## config.mk

```make
export PLATFORM = sky130hd
export DESIGN_NAME = inc_seq
export DESIGN_NICKNAME = d
export VERILOG_FILES = /design/src/rtl/inc_seq.sv
export SDC_FILE = /design/constraint.sdc
export NUM_CORES = 1
export LEC_CHECK = 0
export CORE_UTILIZATION = 24
export DETAILED_ROUTE_END_ITERATION = 7
export HOLD_SLACK_MARGIN = 0.02
export MAX_ROUTING_LAYER = met4
export PLACE_DENSITY = 0.45
export SYNTH_ARGS = -nofsm -noshare
export SYNTH_HDL_FRONTEND = slang
export SYNTH_SLANG_ARGS = --single-unit
export TNS_END_PERCENT = 30
```

## constraint.sdc

```tcl
create_clock -name clk -period 8.5 [get_ports clk]
set_clock_uncertainty 0.15 [all_clocks]
set_input_delay 1.7 -clock clk [delete_from_list [all_inputs] [get_ports clk]]
set_output_delay 1.7 -clock clk [all_outputs]
set_load 0.01 [all_outputs]
```

## src/rtl/inc_seq.sv

```systemverilog
// -----------------------------------------------------------------------------
// inc_seq -- multi-cycle incrementer
//
// Computes OUT = A + 1 (mod 2^WIDTH) by rippling a carry through the operand
// CHUNK bits at a time, one chunk per clock. The latency is always
// N = WIDTH/CHUNK RUN cycles, even when the carry dies out early.
//
// Parameters
//   WIDTH  operand/result width in bits (must be a multiple of CHUNK)
//   CHUNK  bits added per RUN cycle
//
// Ports
//   clk    single clock, rising-edge active
//   rst    synchronous active-high reset, takes priority over start
//   start  request to increment A; accepted in IDLE or DONE, ignored in RUN
//   A      operand, sampled only on the edge that accepts start
//   OUT    registered result, updated only on the edge entering DONE
//   Cout   registered carry out (set only when A was all ones)
//   busy   high while the FSM is in RUN
//   done   one-cycle pulse while the FSM is in DONE (OUT/Cout newly valid)
// -----------------------------------------------------------------------------
module inc_seq #(
    parameter int WIDTH = 32,
    parameter int CHUNK = 8
) (
    input  logic             clk,
    input  logic             rst,
    input  logic             start,
    input  logic [WIDTH-1:0] A,
    output logic [WIDTH-1:0] OUT,
    output logic             Cout,
    output logic             busy,
    output logic             done
);

    localparam int N    = WIDTH / CHUNK;
    localparam int IDXW = (N > 1) ? $clog2(N) : 1;

    generate
        if ((WIDTH % CHUNK) != 0 || CHUNK < 1) begin : g_bad_params
            $error("inc_seq: WIDTH must be a positive multiple of CHUNK");
        end
    endgenerate

    typedef enum logic [1:0] {
        IDLE = 2'd0,
        RUN  = 2'd1,
        DONE = 2'd2
    } state_t;

    state_t            state;
    state_t            state_nx;

    logic [WIDTH-1:0]  work;      // operand being incremented in place
    logic              carry;     // carry into the chunk at idx
    logic [IDXW-1:0]   idx;       // chunk currently being processed

    logic [CHUNK-1:0]  cur_chunk;
    logic [CHUNK:0]    chunk_sum;
    logic [WIDTH-1:0]  work_nx;
    logic              last_chunk;
    logic              accept;

    // -------------------------------------------------------------------------
    // Chunk datapath: select chunk[idx], add the carry, and splice the sum
    // back into a copy of the work register.
    // -------------------------------------------------------------------------
    // NOTE: every signal driven here gets a default before the loop, so no
    // path through the block can leave it unassigned and infer a latch.
    always_comb begin
        cur_chunk = '0;
        work_nx   = work;
        for (int i = 0; i < N; i++) begin
            if (idx == i[IDXW-1:0]) begin
                cur_chunk = work[i*CHUNK +: CHUNK];
            end
        end
        chunk_sum = {1'b0, cur_chunk} + {{CHUNK{1'b0}}, carry};
        for (int i = 0; i < N; i++) begin
            if (idx == i[IDXW-1:0]) begin
                work_nx[i*CHUNK +: CHUNK] = chunk_sum[CHUNK-1:0];
            end
        end
    end

    assign last_chunk = (idx == IDXW'(N - 1));

    // A new operation can only be accepted outside RUN; start in RUN is a
    // don't-care and must not disturb the operation in flight.
    assign accept = start && (state != RUN);

    // -------------------------------------------------------------------------
    // Next-state logic
    // -------------------------------------------------------------------------
    always_comb begin
        state_nx = state;
        case (state)
            IDLE: begin
                if (start) state_nx = RUN;
            end
            RUN: begin
                // Fixed latency: leave RUN only after the top chunk, even if
                // the carry has already gone to zero.
                if (last_chunk) state_nx = DONE;
            end
            DONE: begin
                state_nx = start ? RUN : IDLE;
            end
            default: state_nx = IDLE;
        endcase
    end

    // -------------------------------------------------------------------------
    // State register and datapath registers
    // -------------------------------------------------------------------------
    // NOTE: sequential state is written with non-blocking assignments so every
    // register samples the pre-edge values, independent of statement order.
    always_ff @(posedge clk) begin
        if (rst) begin
            // NOTE: the work register is a plain vector, not a memory array, so
            // clearing it on reset is cheap and keeps an aborted operand from
            // lingering in the datapath.
            state <= IDLE;
            work  <= '0;
            carry <= 1'b0;
            idx   <= '0;
            OUT   <= '0;
            Cout  <= 1'b0;
        end else begin
            state <= state_nx;
            if (accept) begin
                work  <= A;
                carry <= 1'b1;
                idx   <= '0;
            end else if (state == RUN) begin
                work  <= work_nx;
                carry <= chunk_sum[CHUNK];
                idx   <= last_chunk ? '0 : idx + 1'b1;
                // OUT/Cout are published only on the final chunk, so a reset
                // mid-RUN can never expose a partial result.
                if (last_chunk) begin
                    OUT  <= work_nx;
                    Cout <= chunk_sum[CHUNK];
                end
            end
        end
    end

    // -------------------------------------------------------------------------
    // Status decodes of the registered state
    // -------------------------------------------------------------------------
    assign busy = (state == RUN);
    assign done = (state == DONE);

endmodule

```

==> impl_metrics.ini <==
[routing]
vias_per_cell = 4.99
via_count = 3321
ant_nets = 0
drc = 0
drtIter0Drc = 276
wl_per_cell_um = 16.9
drt-total-wl_um = 11300
firstDrtPassIters = 4

[worst_setup_path]
cp.required_ns = 6.65
end_kind = primary output
critical_path_class = reg -> out
cp-start-kind = flip-flop
arrival_ns = 2.26
cp_max_fo = 16

[placement]
dp_hpwl_um = 7790
placed_area_mm2 = 0.00448
port_buffers = 69
gp_congestion = 0.775
pre_cts_ws_ns = 4.12

[power]
leakage_nw = 1.71
power_frac_clock_pct = 44.0
sw_frac_of_total_pct = 26.9
switching_power_uw = 236
p_comb_share_pct = 15.4
power_frac_seq_pct = 40.6
cellInternalPower_uw = 640
ir_drop_v = 0.0000930
p_per_area_mw_per_mm2 = 183

[floorplan]
start_util_pct = 24.9
pin_count = 70
core-area_mm2 = 0.0148
die_w_um = 126
die_area_mm2 = 0.0158
die_h_um = 126
rows = 44

[cts]
h-tree-depth = 3
cts_tree = done
numCtsBuffers = 9
cts.sinks = 70
clock_path_buffers = 2
clock_latency_ns = 0.34
clkTransAtPathRegs_ns = 0.05
cts_resized = 0
cts_hold_buf = 0
postCtsSetupBuffers = 0
root_buffer = clkbuf_16

[synthesis]
syn_nets = 466
yosys.area.top_type = dfxtp_1
yosys_warnings = 0
async_reset_ff_share_pct = 0
postSynthAreaPerCell_um2 = 8.65
syn_area_mm2 = 0.00368
synth_ff_type = dfxtp_1
synth_top_cell_area_share_pct = 38.1
ys_ff_latch = 70
synth.area.top_cells = dfxtp_1 (38%), nor2_1 (6.2%), a21oi_1 (4.6%)
synth-seq-area-share_pct = 38.1
synth_edf_count = 0
synthDistinctLibCells = 57
synthCells = 425

[outcome]
outcome = completed

[finish]
antenna_cells = 0
area_growth_pct = 29.9
final_nets = 518
stdcell_area_mm2 = 0.00478
utilization_pct = 32.4
post_route_cells_drive_above_1_share_pct = 10.2

[timing]
period_needed_ns = 4.11
worstMarginPinSlew_ns = 0.811
rsz0062_at_grt = false
finalSetupTns_ns = 0
hold_viol_final = 0
timing.final.crit_share_pct = 48.4
slew_headroom_pct = 45.9
hold_slack_ns = 0.307
report.final.slew_viol_count = 0
setup_viol = 0
worst_slack_ns = 4.39
fmax_mhz = 243

[run]
drv_cap = 0

[global_routing]
track_usage_pct = 15.5
grt_pass1_vias = 3265
antenna_found_initial = 0
grt_max_degree = 80
grt_pass1_wl_um = 18200
grt-ovfl-total = 0

[worst_hold_path]
hold_path_class = reg -> reg
[layout make-up]
class,count,area (µm²)
clock inverter,4,45.0
timing repair buffer,76,738
clock buffer,12,256
tap,184,230
fill,1561,9980
inverter,11,41.3
multi-input combinational,309,2070
sequential,70,1400
[cells in the final DEF, fill, tap and decap left out, types with 10 or more instances in the layout]
cell type / count
a211oi_1: 15
a21oi_1: 34
and2_1: 10
clkdlybuf4s50_1: 68
dfxtp_1: 70
inv_1: 11
mux2i_1: 11
nand2_1: 25
nand3b_1: 13
nor2_1: 61
nor3b_1: 10
o22ai_1: 12
[per-layer routing]
layer  global-route usage, %  wire (µm)
met5                       -          0
met1                    19.9       5410
met3                    3.87        477
met2                    23.9       5200
met4                    4.46        163
[flip-flops by register name, indices dropped and copies added (netlist names)]
| signal | flops |
|---|---|
| carry | 1 |
| idx | 2 |
| work | 32 |
| state | 2 |
| Cout | 1 |
| OUT | 32 |
[cell usage after synthesis, types with 10 or more instances]
library cell / n
nand2_1: 25
dfxtp_1: 70
o22ai_1: 12
mux2i_1: 11
clkbuf_1: 19
a21oi_1: 34
nor2_1: 61
inv_1: 11
nand3b_1: 13
a211oi_1: 15
and2_1: 10
nor3b_1: 10
[metrics by stage]
stage / power (mW) / cells
floorplan: 0.451 / 425
global placement: 0.497 / 650
detailed placement: 0.498 / 650
CTS: 0.888 / 666
global route: 0.919 / 666
finish: 0.875 / 666
[worst paths after layout]
check,endpoint,slack [ns],start,cells after the start
hold reg to reg,OUT[25],0.31,OUT[25],2
setup / recovery,busy,4.39,state[1],3
setup reg to reg,work[10],5.21,idx[0],14
hold / removal,OUT[25],0.31,OUT[25],2
[logic make-up (layout without fill, tap and decap cells)]
family          count (synthesis)  in the layout  share of synthesized area [%]
compound gates                124            124                           25.3
xor+xnor                        5              5                           1.19
fa+ha+maj                       6              6                           2.04
buf+inv                        46            103                           5.72
flops                          70             70                           38.1
mux                            11             11                           2.99
simple gates                  163            163                           24.6
[critical path, stage by stage (launching register included)]
cell and delay, ns:
dfxtp_1 0.30, nand2b_1 0.41, inv_1 0.55, clkdlybuf4s50_1 0.66
[power groups by stage]
stage | clock (mW) | sequential (mW) | combinational [mW]
floorplan | 0 | 0.358 | 0.0926
global placement | 0 | 0.362 | 0.135
detailed placement | 0 | 0.363 | 0.136
CTS | 0.396 | 0.356 | 0.136
global route | 0.413 | 0.357 | 0.149
finish | 0.385 | 0.356 | 0.135
No activity file was read; power rests on OpenSTA's default activity.
